`config.mk`:
```
export PLATFORM = sky130hd
export DESIGN_NAME = bforge_apb_requester
export DESIGN_NICKNAME = d
export VERILOG_FILES = /design/src/rtl/bforge_apb_pkg.sv /design/src/rtl/bforge_apb_wait_timer.sv /design/src/rtl/bforge_apb_requester.sv
export SDC_FILE = /design/constraint.sdc
export NUM_CORES = 1
export LEC_CHECK = 0
export CORE_MARGIN = 4
export CORE_UTILIZATION = 38
export DETAILED_ROUTE_END_ITERATION = 16
export GPL_TIMING_DRIVEN = 0
export PLACE_DENSITY = 0.77
export SLEW_MARGIN = 30
export SYNTH_ARGS = -nofsm -noshare
export SYNTH_HDL_FRONTEND = slang
export SYNTH_HIERARCHICAL = 1
export SYNTH_SLANG_ARGS = --single-unit
```
`constraint.sdc`:
```
create_clock -name pclk -period 3.1 [get_ports pclk]
set_input_delay 0.31 -clock pclk [delete_from_list [all_inputs] [get_ports pclk]]
set_output_delay 0.31 -clock pclk [all_outputs]
set_load 0.02 [all_outputs]
```
`src/rtl/bforge_apb_pkg.sv`:
```
// Shared types for the bforge APB requester: FSM state encoding plus
// command/response records sized by the BFORGE_APB_*_WIDTH macros.
`ifndef BFORGE_APB_ADDR_WIDTH
`define BFORGE_APB_ADDR_WIDTH 32
`endif
`ifndef BFORGE_APB_DATA_WIDTH
`define BFORGE_APB_DATA_WIDTH 32
`endif

package bforge_apb_pkg;

  typedef enum logic [1:0] {
    IDLE,
    SETUP,
    ACCESS,
    RESP
  } apb_req_state_e;

  typedef struct packed {
    logic [`BFORGE_APB_ADDR_WIDTH-1:0]   addr;
    logic                                write;
    logic [`BFORGE_APB_DATA_WIDTH-1:0]   wdata;
    logic [`BFORGE_APB_DATA_WIDTH/8-1:0] strb;
  } apb_cmd_t;

  typedef struct packed {
    logic [`BFORGE_APB_DATA_WIDTH-1:0] rdata;
    logic                              slverr;
    logic                              timeout;
  } apb_rsp_t;

endpackage

```
`src/rtl/bforge_apb_wait_timer.sv`:
```
// Saturating ACCESS-phase wait counter; expired flags the last permitted
// wait cycle. Never expires when TIMEOUT_CYCLES is 0.
module bforge_apb_wait_timer #(
  parameter int unsigned TIMEOUT_CYCLES = 256
) (
  input  logic clk,
  input  logic rst,
  input  logic clear,
  input  logic enable,
  output logic expired
);

  localparam int unsigned CW = (TIMEOUT_CYCLES == 0) ? 1 : $clog2(TIMEOUT_CYCLES + 1);
  localparam logic [CW-1:0] MAX  = CW'(TIMEOUT_CYCLES);
  localparam logic [CW-1:0] LAST = (TIMEOUT_CYCLES == 0) ? '0 : CW'(TIMEOUT_CYCLES - 1);

  logic [CW-1:0] cnt_q, cnt_d;

  always_comb begin
    cnt_d = cnt_q;
    if (clear) begin
      cnt_d = '0;
    end else if (enable && (cnt_q != MAX)) begin
      cnt_d = cnt_q + 1'b1;
    end
  end

  always_ff @(posedge clk or posedge rst) begin
    if (rst) begin
      cnt_q <= '0;
    end else begin
      cnt_q <= cnt_d;
    end
  end

  assign expired = (TIMEOUT_CYCLES != 0) && (cnt_q == LAST);

endmodule

```
`src/rtl/bforge_apb_requester.sv`:
```
// APB4 requester: one valid/ready command becomes one APB transfer, whose
// completion (or timeout abort) is returned on a valid/ready response stream.
module bforge_apb_requester
  import bforge_apb_pkg::*;
#(
  parameter int unsigned ADDR_WIDTH     = 32,
  parameter int unsigned DATA_WIDTH     = 32,
  parameter int unsigned TIMEOUT_CYCLES = 256,
  localparam int unsigned STRB_WIDTH    = DATA_WIDTH / 8
) (
  input  logic                  pclk,
  input  logic                  preset,
  input  logic                  cmd_valid,
  output logic                  cmd_ready,
  input  logic [ADDR_WIDTH-1:0] cmd_addr,
  input  logic                  cmd_write,
  input  logic [DATA_WIDTH-1:0] cmd_wdata,
  input  logic [STRB_WIDTH-1:0] cmd_strb,
  output logic                  rsp_valid,
  input  logic                  rsp_ready,
  output logic [DATA_WIDTH-1:0] rsp_rdata,
  output logic                  rsp_slverr,
  output logic                  rsp_timeout,
  output logic                  psel,
  output logic                  penable,
  output logic [ADDR_WIDTH-1:0] paddr,
  output logic                  pwrite,
  output logic [DATA_WIDTH-1:0] pwdata,
  output logic [STRB_WIDTH-1:0] pstrb,
  input  logic [DATA_WIDTH-1:0] prdata,
  input  logic                  pready,
  input  logic                  pslverr
);

  apb_req_state_e        state_q, state_d;
  logic [ADDR_WIDTH-1:0] addr_q, addr_d;
  logic                  write_q, write_d;
  logic [DATA_WIDTH-1:0] wdata_q, wdata_d;
  logic [STRB_WIDTH-1:0] strb_q, strb_d;
  logic [DATA_WIDTH-1:0] rdata_q, rdata_d;
  logic                  slverr_q, slverr_d;
  logic                  timeout_q, timeout_d;
  logic                  accept, wait_en, expired;

  assign cmd_ready = (state_q == IDLE) && !preset;
  assign accept    = cmd_valid && cmd_ready;
  assign wait_en   = (state_q == ACCESS) && !pready;

  bforge_apb_wait_timer #(
    .TIMEOUT_CYCLES(TIMEOUT_CYCLES)
  ) u_wait_timer (
    .clk    (pclk),
    .rst    (preset),
    .clear  (accept),
    .enable (wait_en),
    .expired(expired)
  );

  always_comb begin
    state_d   = state_q;
    addr_d    = addr_q;
    write_d   = write_q;
    wdata_d   = wdata_q;
    strb_d    = strb_q;
    rdata_d   = rdata_q;
    slverr_d  = slverr_q;
    timeout_d = timeout_q;
    case (state_q)
      IDLE: begin
        if (accept) begin
          // Read data/strobes are zeroed at capture so the bus never shows them.
          addr_d  = cmd_addr;
          write_d = cmd_write;
          wdata_d = cmd_write ? cmd_wdata : '0;
          strb_d  = cmd_write ? cmd_strb : '0;
          state_d = SETUP;
        end
      end
      SETUP: state_d = ACCESS;
      ACCESS: begin
        // pready takes priority over a timeout firing in the same cycle.
        if (pready) begin
          rdata_d   = write_q ? '0 : prdata;
          slverr_d  = pslverr;
          timeout_d = 1'b0;
          state_d   = RESP;
        end else if (expired) begin
          rdata_d   = '0;
          slverr_d  = 1'b1;
          timeout_d = 1'b1;
          state_d   = RESP;
        end
      end
      RESP: begin
        if (rsp_ready) state_d = IDLE;
      end
      default: state_d = IDLE;
    endcase
  end

  always_ff @(posedge pclk or posedge preset) begin
    if (preset) begin
      state_q   <= IDLE;
      addr_q    <= '0;
      write_q   <= 1'b0;
      wdata_q   <= '0;
      strb_q    <= '0;
      rdata_q   <= '0;
      slverr_q  <= 1'b0;
      timeout_q <= 1'b0;
    end else begin
      state_q   <= state_d;
      addr_q    <= addr_d;
      write_q   <= write_d;
      wdata_q   <= wdata_d;
      strb_q    <= strb_d;
      rdata_q   <= rdata_d;
      slverr_q  <= slverr_d;
      timeout_q <= timeout_d;
    end
  end

  assign psel        = (state_q == SETUP) || (state_q == ACCESS);
  assign penable     = (state_q == ACCESS);
  assign paddr       = addr_q;
  assign pwrite      = write_q;
  assign pwdata      = wdata_q;
  assign pstrb       = strb_q;
  assign rsp_valid   = (state_q == RESP);
  assign rsp_rdata   = rdata_q;
  assign rsp_slverr  = slverr_q;
  assign rsp_timeout = timeout_q;

endmodule

```
# Word level (Yosys, flattened, before mapping)
# Cells that the tools add are included.
word_totals:
  regBits: 114
  latchBits: 0
  mem_bits_rw: 0
  rom_bits: 0
  inputBits: 107
  word_cells: 46
  mem_count: 0
op_classes:
  addsub: 1
  mul: 0
  n_div: 0
  magnitude_cmp: 0
  n_eq_ne: 8
  shifts: 0
  mux: 15
  n_bitwise: 0
  n_reduce_logical: 13
ops:
  columns: ["cell", "n"]
  rows:
  - ["$mux W32", 4]
  - ["$mux W9", 2]
  - ["$add A9 B1 Y9 const B", 1]
  - ["$eq A9 B8 Y1 const B", 1]
  - ["$ne A9 B9 Y1 const B", 1]
  - ["$mux W2", 4]
  - ["$pmux W2 S4", 1]
  - ["$eq A2 B2 Y1 const B", 2]
  - ["$logic_and A1 B1 Y1", 4]
  - ["$mux W4", 1]
  - ["$reduce_and A2 Y1", 2]
  - ["$reduce_bool A2 Y1", 2]
  - ["$mux W1", 3]
  - ["$ne A3 B1 Y1 const B", 1]
  - ["$reduce_and A3 Y1", 1]
  - ["$eq A2 B1 Y1 const B", 1]
  - ["$logic_not A1 Y1", 2]
  - ["$logic_not A2 Y1", 1]
  - ["$ne A2 B1 Y1 const B", 1]
  - ["$ne A2 B2 Y1 const B", 1]
  - ["$logic_or A1 B1 Y1", 1]

# Longest topological paths before layout
depth:
  ltp_word: 5
  depth_mapped: 9
  ltp_nobuf: 7

# Cells and area by module
# Netlist, hierarchy kept.
by_module_without_submodules:
  columns: ["mod", "n_inst", "cells_each", "area_each_um2", "seq_area_each_um2"]
  rows:
  - ["bforge_apb_requester", 1, 395, 4326.6, 2627.5]
  - ["bforge_apb_wait_timer", 1, 54, 521.8, 225.2]

# Worst setup path after synthesis
# Ideal clock, no wire load.
synth_timing:
  path_type: "reg-to-reg"
  start: "register state_q[0]"
  end: "register u_wait_timer.cnt_q[5]"
  setup_time_ps: 78
  t_arrival_ps: 1859
  required_ps: 3022
  path_slack_ps: 1163
  stages_incl_launch_ff: 7
  path_cell_list: "dfrtp_1 -> inv_1 -> ha_1 -> nor2b_1 -> nand4_2 -> or3_1 -> a21oi_1"
synth_via:
  elab_chain_len: 4
  word_cells_on_any_way: 8
synth_lines:
  columns: ["item", "line_no", "source"]
  rows:
  - ["start: declaration", "bforge_apb_requester.sv:35", "apb_req_state_e state_q, state_d;"]
  - ["start signal: assignment", "bforge_apb_requester.sv:112", "state_q <= state_d;"]
  - ["$eq A2 B2 Y1", null, null]
  - ["net penable", "bforge_apb_requester.sv:25", "output logic penable,"]
  - ["$logic_and A1 B1 Y1", "bforge_apb_requester.sv:47", "assign wait_en = (state_q == ACCESS) && !pready;"]
  - ["net wait_en", "bforge_apb_requester.sv:43", "logic accept, wait_en, expired;"]
  - ["$logic_and A1 B1 Y1", "bforge_apb_wait_timer.sv:23", "end else if (enable && (cnt_q != MAX)) begin"]
  - ["$reduce_bool A2 Y1 (no source line)", null, null]
  - ["end signal: assignment", "bforge_apb_wait_timer.sv:32", "cnt_q <= cnt_d;"]
  - ["end: declaration", "bforge_apb_wait_timer.sv:17", "logic [CW-1:0] cnt_q, cnt_d;"]
# The timed path passes the listed nets, and every way through them passes these cells.
# A chain may end at the register's enable or synchronous reset.

# Worst setup path in the final report
layout_timing:
  start: "register state_q[0]"
  end: "output port cmd_ready"
layout_via:
  elab_chain_len: 2
layout_lines:
  columns: ["item", "line_no", "source"]
  rows:
  - ["$logic_not A2 Y1", "bforge_apb_requester.sv:45", "assign cmd_ready = (state_q == IDLE) && !preset;"]
  - ["$logic_and A1 B1 Y1", "bforge_apb_requester.sv:45", null]
  - ["end: declaration", "bforge_apb_requester.sv:14", "output logic cmd_ready,"]
# Every way passes these cells.

==> results.cfg <==
[status]
status = completed

[setup_path]
worstSetupPathType = register to output pin
cp_slowest_cell = clkdlybuf4s50_1
cp_top_family = buffers and inverters
cp-end-kind = output pin
worstPathMaxFanout = 4
path_cells = inv_1 > ha_1 > nor2b_1 > clkdlybuf4s50_1
critPathRequiredTime_ps = 2790
start_kind = register
max_stage_delay_ps = 610
path_buf_inv = 2
worst_ep_arrival_time_ps = 1960

[drt]
via_per_inst = 4.76
antenna_left = 0
vias = 4100
firstDrtPassIters = 4
finalWirelength_um = 13800
post_drt_wl_per_cell_um = 16.0
route.detailed.drc = 0
drt_iter0_markers = 324

[global_route]
grt.overflow.total = 0
grt_pass1_wl_um = 22100
grt_pass1_vias = 4264
antenna_found_initial = 0
grt.total_usage_pct = 19.3
grt_max_degree = 61

[clock_tree]
cts_buffers = 17
clk_latency_ps = 400
ctsHoldBuffers = 0
clk_pin_slew_ps = 50
cts_root_buf = clkbuf_16
cts_tree = done
post_cts_resize_count = 0
cts.path.max_buffers = 2
numClockSinks = 114
h-tree-depth = 4
post_cts_buffers = 0

[yosys]
async_reset_ff_share_pct = 100
synth_edf_count = 0
ys_ff_latch = 114
syn-instance-count = 449
ys.flop_type = dfrtp_1
ys_seq_area_share_pct = 58.8
synth_top_area_share_pct = 58.8
syn_area_per_cell_um2 = 10.8
yosysTopAreaCell = dfrtp_1
synth_nets = 563
synth.distinct_cells = 31
synth_area_um2 = 4850
ys_warn_count = 6
synth.area.top_cells = dfrtp_1, nand2_1, mux2_4, o21ai_0, o21ai_1

[sta]
period_share_pct = 73.2
finClkSkew_ps = 7.12
fin_ws_ps = 832
slew_headroom_pct = 64.7
fmax_mhz = 441
worst_pin_slew_ps = 529
finalHoldViolCount = 0
slew_violations = 0
rsz0062_at_grt = no
fin_setup_tns_ps = 0
period_minus_slack_ps = 2270
setup_viol = 0

[floorplanning]
start_util_pct = 39.5
die_area_um2 = 14600
num_io_pins = 214
rows = 40
die_y_um = 121
die_w_um = 121
coreArea_um2 = 12300

[finish]
final_nets = 795
final_cell_area_um2 = 7820
final_common_cell = clkdlybuf4s50_1
final_cell_mix = clkdlybuf4s50_1, nand2_1, dfrtp_1
diodes = 0
area_growth_pct = 61.2
drive_gt1_share_pct = 13.3

[placed_design]
place_ws_ps = 691
place_hpwl_um = 10500
place_area_um2 = 7210
port_buffers = 212
gp_congestion = 0.827

[job]
max-cap-violations = 0

[power]
p_clk_share_pct = 25.3
combPwrFrac_pct = 43.3
internal_power_mw = 5.12
power.leakage_nw = 3.52
powerDensity_nw_per_um2 = 998
ir_drop_mv = 0.544
switching_share_pct = 34.4
power_frac_seq_pct = 31.4
p_switching_mw = 2.68

[hold_path]
hold_path.class = primary input to register
==> Yosys cell counts, types with 2 or more instances <==
master    number
a21oi_1        6
buf_1          3
buf_2          4
buf_4          6
buf_6          8
clkbuf_1       6
dfrtp_1      114
ha_1           7
inv_1          9
mux2_2         8
mux2_4        27
nand2_1      142
nand2b_1       3
nand3_1        3
nand4_1        2
nor2_1         9
nor2b_1        4
o21ai_0       40
o21ai_1       33
or3_1          3
xor2_1         2
==> power groups by stage <==
stage / Sequential, mW / Clock (mW) / Combinational [mW]
after floorplan: 3.10 / 0 / 1.10
after detailed placement: 2.47 / 0 / 3.40
after global placement: 2.42 / 0 / 3.33
final: 2.45 / 1.98 / 3.38
after global routing: 2.54 / 2.09 / 3.62
after CTS: 2.45 / 2.01 / 3.42
==> layer usage <==
| metal | up-vias | wire [um] | GRT usage [%] |
|---|---|---|---|
| met5 | - | 0 | 0 |
| met4 | 0 | 155 | 6.23 |
| met3 | 11 | 1470 | 8.11 |
| met2 | 182 | 6530 | 31.6 |
| met1 | 1960 | 5620 | 23.0 |
| li1 | 1947 | - | - |
==> final timing paths <==
| check | start | to | slack (ps) | cells past startpoint |
|---|---|---|---|---|
| worst max register to register | state_q[0] | u_wait_timer/cnt_q[0] | 880 | 9 |
| min in group asynchronous | preset | u_wait_timer/cnt_q[7] | 360 | 2 |
| worst min register to register | pwdata[30] | pwdata[30] | 470 | 2 |
| max in group asynchronous | preset | rsp_rdata[3] | 2080 | 3 |
| worst min-delay path | cmd_write | pwdata[29] | 260 | 3 |
| worst max-delay path | state_q[0] | cmd_ready | 830 | 4 |
==> cell type report <==
type / instances / area (um2)
multi-input combinational: 299 / 1770
buffer: 27 / 189
clock inverter: 11 / 134
sequential: 114 / 2850
fill: 966 / 4440
tap: 168 / 210
clock buffer: 21 / 470
timing repair buffer: 213 / 2150
inverter: 9 / 38.8
==> registers in the layout, indices dropped and copies added (netlist names) <==
name and flops:
pwdata 32, u_wait_timer/cnt_q 9, rsp_rdata 32, state_q 2
pstrb 4, rsp_slverr 1, pwrite 1, paddr 32
rsp_timeout 1
==> stage by stage <==
step / total power, mW / util, % / hold slack [ps] / instances
global placement: 5.76 / 58.6 / 463 / 829
CTS: 7.88 / 63.8 / 247 / 862
global route: 8.24 / 63.8 / 274 / 862
floorplan: 4.20 / - / 138 / 449
detailed placement: 5.87 / 58.8 / 469 / 830
finish: 7.80 / 63.8 / 261 / 862
==> worst min-delay path: stages <==
cell and delay [ps]:
buf_2 170, nand2_1 70, o21ai_0 60
==> cell families (layout without fill, tap and decap cells) <==
kind of cell,count (synthesis),after routing,share of synthesized area (%)
flops,114,114,58.8
buf+inv,36,281,4.59
xor+xnor,2,2,0.361
compound gates,84,84,9.24
fa+ha+maj,7,7,1.81
mux,36,36,10.4
simple gates,170,170,14.7
Power figures use the tool's default switching activity.
